File: config.mk
export PLATFORM = sky130hd
export DESIGN_NAME = inst_issue_queue
export DESIGN_NICKNAME = d
export VERILOG_FILES = /design/src/rtl/inst_issue_queue.sv
export SDC_FILE = /design/constraint.sdc
export NUM_CORES = 1
export LEC_CHECK = 0
export ABC_CLOCK_PERIOD_IN_PS = 7150
export BUFFER_PORTS_ARGS = -buffer_cell sky130_fd_sc_hd__buf_4
export CORE_ASPECT_RATIO = 1.75
export CORE_UTILIZATION = 40
export CTS_CLUSTER_SIZE = 14
export DETAILED_ROUTE_END_ITERATION = 7
export MAX_ROUTING_LAYER = met4
export PLACE_DENSITY = 0.69
export SLEW_MARGIN = 10
export SYNTH_ARGS = -nofsm -noshare
export SYNTH_HDL_FRONTEND = slang
export SYNTH_SLANG_ARGS = --single-unit
File: constraint.sdc
create_clock -name clk -period 7.15 [get_ports clk]
set_input_delay 1.0725 -clock clk [delete_from_list [all_inputs] [get_ports clk]]
set_output_delay 1.0725 -clock clk [all_outputs]
set_load 0.01 [all_outputs]
File: src/rtl/inst_issue_queue.sv
// Instruction issue queue: unpacks 128-bit fetch packages into per-instruction
// entries in a circular buffer and presents the two oldest to dual-issue decode.
module inst_issue_queue #(
    parameter int DEPTH = 8,
    parameter int PTR_W = 3
) (
    input  logic               clk,
    input  logic               rst,
    input  logic               flush_i,
    input  logic               pkg_valid_i,
    input  logic [127:0]       pkg_i,
    output logic               stall_o,
    input  logic [1:0]         issue_cnt_i,
    output logic               out0_valid_o,
    output logic [31:0]        out0_pc_o,
    output logic [31:0]        out0_inst_o,
    output logic               out0_is_branch_o,
    output logic               out0_pred_taken_o,
    output logic               out1_valid_o,
    output logic [31:0]        out1_pc_o,
    output logic [31:0]        out1_inst_o,
    output logic               out1_is_branch_o,
    output logic               out1_pred_taken_o,
    output logic [PTR_W:0]     count_o
);

    typedef struct packed {
        logic [31:0] pc;
        logic [31:0] inst;
        logic        br;
        logic        pt;
    } entry_t;

    entry_t           r_mem [DEPTH];
    logic [PTR_W-1:0] r_head;
    logic [PTR_W-1:0] r_tail;
    logic [PTR_W:0]   r_count;

    logic             w_v1;
    logic             w_v2;
    logic             w_keep2;
    logic             w_push;
    logic [1:0]       w_wr;
    logic [1:0]       w_rd;
    logic [1:0]       w_ic_clamp;
    logic [PTR_W-1:0] w_head1;
    logic [PTR_W-1:0] w_b_idx;
    entry_t           w_entry_a;
    entry_t           w_entry_b;
    entry_t           w_rd0;
    entry_t           w_rd1;
    logic             w_unused_bits;

    assign w_v1    = pkg_i[31];
    assign w_v2    = pkg_i[30];
    // A predicted-taken first slot redirects fetch, so the second slot is off-path.
    assign w_keep2 = w_v2 & ~(w_v1 & pkg_i[29] & pkg_i[28]);
    assign stall_o = (r_count > (PTR_W+1)'(DEPTH - 2));
    assign w_push  = pkg_valid_i & ~stall_o & ~flush_i;

    assign w_entry_a = '{pc: pkg_i[127:96], inst: pkg_i[95:64], br: pkg_i[29], pt: pkg_i[28]};
    assign w_entry_b = '{pc: pkg_i[127:96] + 32'd4, inst: pkg_i[63:32], br: pkg_i[27], pt: pkg_i[26]};
    assign w_b_idx   = w_v1 ? (r_tail + PTR_W'(1)) : r_tail;
    assign w_head1   = r_head + PTR_W'(1);
    assign w_unused_bits = ^pkg_i[25:0];

    // Write and read counts for this cycle; pops are limited to what is held.
    always_comb begin
        w_wr       = 2'd0;
        w_rd       = 2'd0;
        w_ic_clamp = (issue_cnt_i == 2'd3) ? 2'd2 : issue_cnt_i;
        if (w_push) begin
            w_wr = {1'b0, w_v1} + {1'b0, w_keep2};
        end else begin
            w_wr = 2'd0;
        end
        if ((PTR_W+1)'(w_ic_clamp) > r_count) begin
            w_rd = r_count[1:0];
        end else begin
            w_rd = w_ic_clamp;
        end
    end

    // Head/tail/occupancy update; flush empties the queue ahead of push and pop.
    always_ff @(posedge clk) begin
        if (rst) begin
            r_head  <= {PTR_W{1'b0}};
            r_tail  <= {PTR_W{1'b0}};
            r_count <= {(PTR_W+1){1'b0}};
        end else if (flush_i) begin
            r_head  <= {PTR_W{1'b0}};
            r_tail  <= {PTR_W{1'b0}};
            r_count <= {(PTR_W+1){1'b0}};
        end else begin
            r_head  <= r_head + PTR_W'(w_rd);
            r_tail  <= r_tail + PTR_W'(w_wr);
            r_count <= r_count + (PTR_W+1)'(w_wr) - (PTR_W+1)'(w_rd);
        end
    end

    // Entry storage; left uninitialised since valids gate every read.
    always_ff @(posedge clk) begin
        if (w_push) begin
            if (w_v1) begin
                r_mem[r_tail] <= w_entry_a;
            end
            if (w_keep2) begin
                r_mem[w_b_idx] <= w_entry_b;
            end
        end
    end

    assign w_rd0 = r_mem[r_head];
    assign w_rd1 = r_mem[w_head1];

    assign out0_valid_o      = (r_count >= (PTR_W+1)'(1)) & ~flush_i;
    assign out1_valid_o      = (r_count >= (PTR_W+1)'(2)) & ~flush_i;
    assign out0_pc_o         = w_rd0.pc;
    assign out0_inst_o       = w_rd0.inst;
    assign out0_is_branch_o  = w_rd0.br;
    assign out0_pred_taken_o = w_rd0.pt;
    assign out1_pc_o         = w_rd1.pc;
    assign out1_inst_o       = w_rd1.inst;
    assign out1_is_branch_o  = w_rd1.br;
    assign out1_pred_taken_o = w_rd1.pt;
    assign count_o           = r_count;

endmodule

==> reports/qor.yml, run 1 <==
power_and_ir_drop:
  clkPwrFrac_pct: 31.9
  seq_power_share_pct: 43.6
  switch_pwr_uw: 2290
  powerDensity_nw_per_um2: 230
  leakage_power_uw: 0.0128
  internal_power_consumption_uw: 6000
  power.ir.vdd_worst_mv: 0.182
  power.switching_fraction_pct: 27.6
  power.combinational.fraction_pct: 24.5
worst_hold_path:
  hold_path_class: "in2reg"
sta:
  final_min_period_over_clock_period_pct: 67.8
  setup_repair_after_global_routing_missed_its_margin: "false"
  setup-violations-final: 0
  final.setup.tns_ns: 0
  fin_crit_ns: 4.85
  max_clock_freq_ghz: 0.206
  tightestPinTransition_ns: 1.20
  timing_hold_violations_final: 0
  worst_slew_margin_rel_pct: 20.3
  slew_viol_final: 0
  clock-skew-final_ns: 0.0310
floorplan:
  floorplan.io_pins: 273
  die_width_um: 215
  chipHeight_um: 375
  design.core.area_um2: 78800
  fp.dieArea_um2: 80900
  floorplan.initialDensity_pct: 40.5
  core.rowCount: 136
synth:
  netlist_instances: 2670
  synth.net_count: 2823
  post-synth-top-area-fraction_pct: 49.7
  synth_flop_cell: "sky130_fd_sc_hd__edfxtp_1"
  seq_area_frac_synth_pct: 50.4
  ys.warnings.count: 0
  synthDominantAreaCellType: "sky130_fd_sc_hd__edfxtp_1"
  yosys_reg_bits: 538
  synth_edf_count: 528
  synthesis.area_um2: 31900
  synth_top_cells_by_area: "sky130_fd_sc_hd__edfxtp_1 (50%), sky130_fd_sc_hd__mux4_2 (19%), sky130_fd_sc_hd__nand2_1 (11%)"
  synthesis.area_per_instance_um2: 11.9
  async_flop_share_pct: 0
  synth_cell_types: 46
flow_run:
  maxCapViolCount: 0
setup_path:
  r2r_setup_slack_ns: 3.36
  worst-endpoint-arrival_ns: 3.77
  cell_count_of_the_worst_reg_to_reg_path: 7
  critPathLaunch: "r_head[0]"
  crit_path_end_kind: "primary output"
  start_kind: "register"
  worst_setup_path_endpoint: "out1_pc_o[19]"
  r2r-start: "count_o[3]"
  classification_of_the_worst_setup_path: "reg2out"
  rr_endpoint: "r_mem[7][6]"
  crit_fanout: 55
  crit_required_ns: 6.08
outcome:
  status: "finished clean"
drt:
  vias_per_cell: 5.80
  drt.antenna.violating_nets: 0
  remaining_routing_drc_violations: 0
  drt_iter0_drc: 2146
  routed-via-count: 22217
  post_drt_wl_per_cell_um: 26.3
  drtPass1Iterations: 7
  routed_wl_mm: 101
clock_network:
  cts-root-buf: "sky130_fd_sc_hd__clkbuf_16"
  postCtsSetupRepairBufs: 0
  cts_tree: "yes"
  postCtsHoldBufs: 0
  cts.clk_slew.worst_paths_ns: 0.06
  cts_buffer_depth: 3
  cts_bufs_inserted: 52
  tritoncts_sinks: 538
  cts.htree.levels: 2
  post_cts_resized: 0
  insertion_delay_ns: 0.64
global_route:
  first_global_vias: 22168
  grt-ovfl-total: 0
  track_usage_pct: 25.4
  grt_pass1_wl_mm: 146
  grt_antenna_before_repair: 8
  grt_start_max_net_pins: 127
layout:
  finished_core_util_pct: 45.7
  proportion_of_layout_cells_with_a_drive_suffix_above_1_pct: 28.3
  design.final.nets: 2902
  layout-area-overhead-vs-synth_pct: 12.9
placed_design:
  routability_cong: 0.800
  buffer_ports.inserted: 246
  dp.final_hpwl_mm: 58.0
[cell families after synthesis]
group	Yosys count	synth area share, %
fa+ha+maj	19	0.840
xor+xnor	232	6.37
flops	538	50.4
mux	397	23.3
compound gates	34	0.691
simple gates	1168	14.6
buf+inv	282	3.75
[through the flow]
step	setup slack (ns)	area [µm²]	total power, µW	cells	hold slack (ns)
after global routing	2.16	36000	8570	3830	0.676
after floorplan	0.152	31900	4970	2670	0.578
after detailed placement	2.87	34400	5730	3730	0.712
final	2.30	36000	8290	3831	0.690
after CTS	2.24	36000	8340	3822	0.657
after global placement	2.91	34400	5710	3730	0.697
[layout make-up]
class / count / area (µm²)
Antenna cell: 9 / 22.5
Timing Repair Buffer: 289 / 2190
Multi-Input combinational cell: 1850 / 14800
Inverter: 18 / 67.6
Clock buffer: 69 / 1390
Sequential cell: 538 / 16100
Fill cell: 7021 / 42800
Tap cell: 1035 / 1290
Clock inverter: 23 / 165
[cell usage in the layout (no fill, tap or decap), types with 8 or more instances in the layout]
master                        n
sky130_fd_sc_hd__buf_4      287
sky130_fd_sc_hd__clkbuf_1    16
sky130_fd_sc_hd__clkbuf_16   53
sky130_fd_sc_hd__clkinv_1    11
sky130_fd_sc_hd__diode_2      9
sky130_fd_sc_hd__edfxtp_1   528
sky130_fd_sc_hd__ha_1        14
sky130_fd_sc_hd__inv_1       16
sky130_fd_sc_hd__mux2_2     132
sky130_fd_sc_hd__mux4_2     264
sky130_fd_sc_hd__nand2_1    942
sky130_fd_sc_hd__nand3_1     13
sky130_fd_sc_hd__nand4_1     12
sky130_fd_sc_hd__nor2_1     146
sky130_fd_sc_hd__nor3_4       8
sky130_fd_sc_hd__o21ai_0     10
sky130_fd_sc_hd__or3_4        8
sky130_fd_sc_hd__xnor2_1    107
sky130_fd_sc_hd__xor2_1     124
[cells in the mapped netlist, types with 2 or more instances]
master	count
sky130_fd_sc_hd__nand2_1	942
sky130_fd_sc_hd__edfxtp_1	528
sky130_fd_sc_hd__mux4_2	264
sky130_fd_sc_hd__nor2_1	146
sky130_fd_sc_hd__mux2_2	132
sky130_fd_sc_hd__xor2_1	125
sky130_fd_sc_hd__clkbuf_1	117
sky130_fd_sc_hd__xnor2_1	107
sky130_fd_sc_hd__buf_1	59
sky130_fd_sc_hd__buf_2	51
sky130_fd_sc_hd__clkbuf_2	31
sky130_fd_sc_hd__inv_1	16
sky130_fd_sc_hd__o21ai_0	16
sky130_fd_sc_hd__ha_1	15
sky130_fd_sc_hd__nand3_1	13
sky130_fd_sc_hd__nand4_1	12
sky130_fd_sc_hd__dfxtp_1	10
sky130_fd_sc_hd__or3_1	9
sky130_fd_sc_hd__nor3_4	8
sky130_fd_sc_hd__and2_1	7
sky130_fd_sc_hd__and4_1	7
sky130_fd_sc_hd__and3_1	5
sky130_fd_sc_hd__nor3_1	5
sky130_fd_sc_hd__a21oi_1	4
sky130_fd_sc_hd__fa_1	4
sky130_fd_sc_hd__nand2b_1	4
sky130_fd_sc_hd__nor4_1	4
sky130_fd_sc_hd__buf_4	3
sky130_fd_sc_hd__buf_6	3
sky130_fd_sc_hd__o32a_1	3
sky130_fd_sc_hd__a21o_1	2
sky130_fd_sc_hd__inv_2	2
sky130_fd_sc_hd__o31ai_1	2
sky130_fd_sc_hd__or2_2	2
[per-layer routing]
layer | track usage, % | vias to the layer above | wire, µm
met5 | - | - | 0
met4 | 10.0 | 0 | 3580
met3 | 3.54 | 213 | 8460
met2 | 42.7 | 1217 | 51300
met1 | 30.9 | 11192 | 37300
li1 | - | 9595 | -
[state kept, by name (all words and copies together), names as in the netlist]
name     count
r_mem      528
count_o      4
r_head       3
r_tail       3
[worst max-delay path, stage by stage, from the launching register on]
cell	delay, ns
sky130_fd_sc_hd__dfxtp_4	0.96
sky130_fd_sc_hd__ha_4	0.70
sky130_fd_sc_hd__buf_4	0.52
sky130_fd_sc_hd__mux4_2	0.39
sky130_fd_sc_hd__mux2_2	0.35
sky130_fd_sc_hd__buf_4	0.17
[power by group through the flow]
stage / clock, µW / combinational (µW) / sequential [µW]
floorplan: 0 / 1340 / 3630
global placement: 0 / 2030 / 3680
detailed placement: 0 / 2040 / 3680
CTS: 2670 / 2050 / 3620
global route: 2780 / 2170 / 3620
finish: 2640 / 2030 / 3610
[worst min-delay path by stage]
stage,from,end,cells after the start,slack (ns)
2_1_floorplan,r_tail[0],r_tail[0],2,0.58
3_3_place_gp,r_tail[2],r_tail[2],2,0.70
3_5_place_dp,r_tail[2],r_tail[2],2,0.71
4_1_cts,pkg_i[97],r_mem[0][35],1,0.66
5_1_grt,pkg_i[96],r_mem[2][34],1,0.68
6_report,pkg_i[97],r_mem[0][35],1,0.69
Power figures use the tool's default switching activity.
==> inputs of run 2 (changes only) <==
Settings changed: ABC_AREA set to 1, ABC_CLOCK_PERIOD_IN_PS 7150 to 5000, PLACE_DENSITY 0.69 to 0.67.
Clock period 7.15 ns to 5 ns, I/O delays scaled along.
==> run 2 against run 1 <==
  * Worst hold slack lost 0.32 ns
  * Combinational power grew to 3.7 times the previous value
  * Largest cell class unchanged
  * Non-clock buffer count grew 10
  * Highest routed layer unchanged
  * Final area grew 2.4%
  * Via count grew 36%
==> reports/qor.yml, run 2 <==
power_and_ir_drop:
  switch_pwr_uw: 6670  # +190%
  clkPwrFrac_pct: 26.0  # -5.9 points
  seq_power_share_pct: 30.2  # -13 points
  power.switching_fraction_pct: 39.2  # +12 points
  power.combinational.fraction_pct: 43.8  # +19 points
  internal_power_consumption_uw: 10400  # +73%
  powerDensity_nw_per_um2: 462  # +100%
  leakage_power_uw: 0.0145  # +14%
  power.ir.vdd_worst_mv: 0.472  # +160%
floorplan:
  floorplan.initialDensity_pct: 40.3  # -0.13 points
  fp.dieArea_um2: 82700  # +2.2%
  design.core.area_um2: 80800  # +2.6%
  floorplan.io_pins: 273  # unchanged
  die_width_um: 218  # +1.1%
  core.rowCount: 138  # +1.5%
  chipHeight_um: 380  # +1.1%
synth:
  ys.warnings.count: 0  # unchanged
  post-synth-top-area-fraction_pct: 48.6  # -1.1 points
  synthesis.area_per_instance_um2: 7.73  # -35%
  synth_cell_types: 30  # -35%
  synthesis.area_um2: 32600  # +2.2%
  synth_edf_count: 528  # unchanged
  synth_flop_cell: "sky130_fd_sc_hd__edfxtp_1"
  synth.net_count: 4369  # +55%
  async_flop_share_pct: 0  # unchanged
  yosys_reg_bits: 538  # unchanged
  synthDominantAreaCellType: "sky130_fd_sc_hd__edfxtp_1"
  synthTopCellsByCount: "sky130_fd_sc_hd__nand2_1 (1085), sky130_fd_sc_hd__o21ai_0 (1044), sky130_fd_sc_hd__edfxtp_1 (528)"
  netlist_instances: 4216  # +58%
  synth_top_cells_by_area: "sky130_fd_sc_hd__edfxtp_1 (49%), sky130_fd_sc_hd__o21ai_0 (16%), sky130_fd_sc_hd__nand2_1 (12%)"
  post-synth-top-count-cell: "sky130_fd_sc_hd__nand2_1"
  seq_area_frac_synth_pct: 49.3  # -1.1 points
clock_network:
  post_cts_resized: 0  # unchanged
  postCtsSetupRepairBufs: 0  # unchanged
  cts.htree.levels: 2  # unchanged
  cts-root-buf: "sky130_fd_sc_hd__clkbuf_16"
  cts.clk_slew.worst_paths_ns: 0.06  # about the same
  tritoncts_sinks: 538  # unchanged
  cts_bufs_inserted: 54  # +3.8%
  insertion_delay_ns: 0.65  # about the same
  cts_tree: "yes"
  cts_buffer_depth: 3  # unchanged
  postCtsHoldBufs: 0  # unchanged
drt:
  routed-via-count: 30228  # +36%
  post_drt_wl_per_cell_um: 21.4  # -18%
  drtPass1Iterations: 6  # -1
  drt.antenna.violating_nets: 0  # unchanged
  remaining_routing_drc_violations: 0  # unchanged
  vias_per_cell: 5.70  # -1.7%
  drt_iter0_drc: 3072  # +43%
  routed_wl_mm: 114  # +13%
sta:
  timing_hold_violations_final: 0  # unchanged
  final_min_period_over_clock_period_pct: 81.6
  max_clock_freq_ghz: 0.245
  setup_repair_after_global_routing_missed_its_margin: "false"
  finalHoldWorstSlack_ns: 0.369  # -0.321 ns
  finalWorstSetupSlack_ns: 0.921  # -1.38 ns
  final.setup.tns_ns: 0  # unchanged
  worst_slew_margin_rel_pct: 19.3  # -1.0 points
  clock-skew-final_ns: 0.0345  # +0.00351 ns
  tightestPinTransition_ns: 1.21  # +0.0104 ns
  setup-violations-final: 0  # unchanged
  slew_viol_final: 0  # unchanged
  fin_crit_ns: 4.08
layout:
  proportion_of_layout_cells_with_a_drive_suffix_above_1_pct: 10.0  # -18 points
  regMostFlops: "r_mem"
  layout-area-overhead-vs-synth_pct: 13.1
  nFillCells: 7746  # +10%
  largest_register_ff_count: 528  # unchanged
  finished_core_util_pct: 45.6  # -0.069 points
  final_cell_mix: "sky130_fd_sc_hd__nand2_1 (1082), sky130_fd_sc_hd__o21ai_0 (1038), sky130_fd_sc_hd__edfxtp_1 (528), sky130_fd_sc_hd__nor2_1 (381), sky130_fd_sc_hd__buf_4 (284)"
  layout_commonest_cell: "sky130_fd_sc_hd__nand2_1"
  design.final.nets: 4358  # +50%
  multi_input_area_um2: 14300  # -3.4%
  seq_area_um2: 16100  # unchanged
worst_hold_path:
  worstHoldEndpoint: "r_mem[2][34]"
  worstHoldPathCells: 1  # unchanged
  hold_wc_startpoint: "pkg_i[96]"
  hold_path_class: "in2reg"
global_route:
  first_global_vias: 28885  # +30%
  grt_pass1_wl_mm: 168  # +15%
  grt_antenna_before_repair: 8  # unchanged
  grt-ovfl-total: 0  # unchanged
  track_usage_pct: 27.7  # +2.3 points
  grt_start_max_net_pins: 230  # +81%
setup_path:
  start_kind: "register"
  r2r-start: "count_o[3]"
  rr_endpoint: "r_mem[0][24]"
  crit_fanout: 55  # unchanged
  classification_of_the_worst_setup_path: "reg2out"
  timing.critical_path.mode_cell: "sky130_fd_sc_hd__buf_4"
  cp_top_family: "buffers and inverters"
  crit_path_end_kind: "primary output"
  crit_required_ns: 4.25  # -1.83 ns
  cp.buffers_inverters: 3  # +1
  worst-endpoint-arrival_ns: 3.33  # -0.44 ns
  timing.critical_path.cells: "buf_4 -> buf_4 -> o21ai_0 -> o21ai_0 -> nand2_1 -> nand2_1 -> buf_4"
  cell_count_of_the_worst_reg_to_reg_path: 10  # +3
  slowest_stage: "sky130_fd_sc_hd__buf_4"
  r2r_setup_slack_ns: 1.56  # -1.80 ns
  critical-path-max-stage-delay_ns: 0.66  # -0.30 ns
flow_run:
  maxCapViolCount: 0  # unchanged
placed_design:
  dp_worst_setup_slack_ns: 1.27  # -1.60 ns
  routability_cong: 0.925  # +16%
  dp.final_hpwl_mm: 64.6  # +11%
  buffer_ports.inserted: 246  # unchanged
outcome:
  status: "finished clean"
==> run 2: changes by cell type in the layout (fill, tap and decap cells not counted), sizes merged, moves of 144 or more <==
| cell | change |
|---|---|
| nor2 | +245 |
| a21oi | +266 |
| inv | +209 |
| mux4 | -264 |
| nand2 | +144 |
| o21ai | +1072 |
==> run 2: power by group through the flow <==
stage          Sequential, µW  Combinational, µW  Clock (µW)
2_1_floorplan            5200               4450           0
3_3_place_gp             5240               7350           0
3_5_place_dp             5240               7420           0
4_1_cts                  5150               7460        4460
5_1_grt                  5150               8200        4600
6_report                 5150               7460        4420
==> run 2: cells by family (layout without fill, tap and decap cells) <==
logic type      Yosys count  count (layout)  synth area share [%]
flops                   538             538                  49.3
simple gates           1611            1611                  19.3
fa+ha+maj                19              19                 0.821
compound gates         1431            1431                  22.5
xor+xnor                 24              24                 0.645
buf+inv                 593             625                  7.48
other cells               0               7                     0
==> run 2: layer usage <==
| metal | GRT usage [%] | share of wire [%] | vias to the layer above |
|---|---|---|---|
| li1 | - | - | 14236 |
| met1 | 29.6 | 35 | 14078 |
| met2 | 48.1 | 51 | 1509 |
| met3 | 3.95 | 8.1 | 405 |
| met4 | 16.7 | 6.1 | 0 |
| met5 | - | 0 | - |
==> run 2: worst max path at each step <==
stage	startpoint	to	slack [ns]	cells past startpoint
after CTS	r_head[1]	out0_pc_o[30]	1.00	7
after global routing	r_head[1]	out0_inst_o[1]	0.78	7
after floorplan	pkg_valid_i	r_mem[6][0]	-1.63	4
after global placement	flush_i	r_mem[0][42]	1.29	7
final	r_head[1]	out0_inst_o[1]	0.92	7
after detailed placement	flush_i	r_mem[0][27]	1.27	7
==> run 2: cell type report <==
| cell class | count | share of cell area [%] |
|---|---|---|
| sequential | 538 | 43.6 |
| multi-input combinational | 3085 | 38.8 |
| timing repair buffer | 299 | 6.60 |
| clock buffer | 67 | 3.99 |
| tap | 1050 | 3.56 |
| inverter | 227 | 2.34 |
| clock inverter | 32 | 1.12 |
| antenna | 7 | 0.0475 |
==> run 2: metrics by stage <==
step / std cells / cell area (µm²) / power [µW]
after floorplan: 4216 / 32600 / 9650
after global placement: 5199 / 35000 / 12600
after detailed placement: 5199 / 35000 / 12700
after CTS: 5298 / 36900 / 17100
after global routing: 5305 / 36900 / 18000
final: 5305 / 36900 / 17000
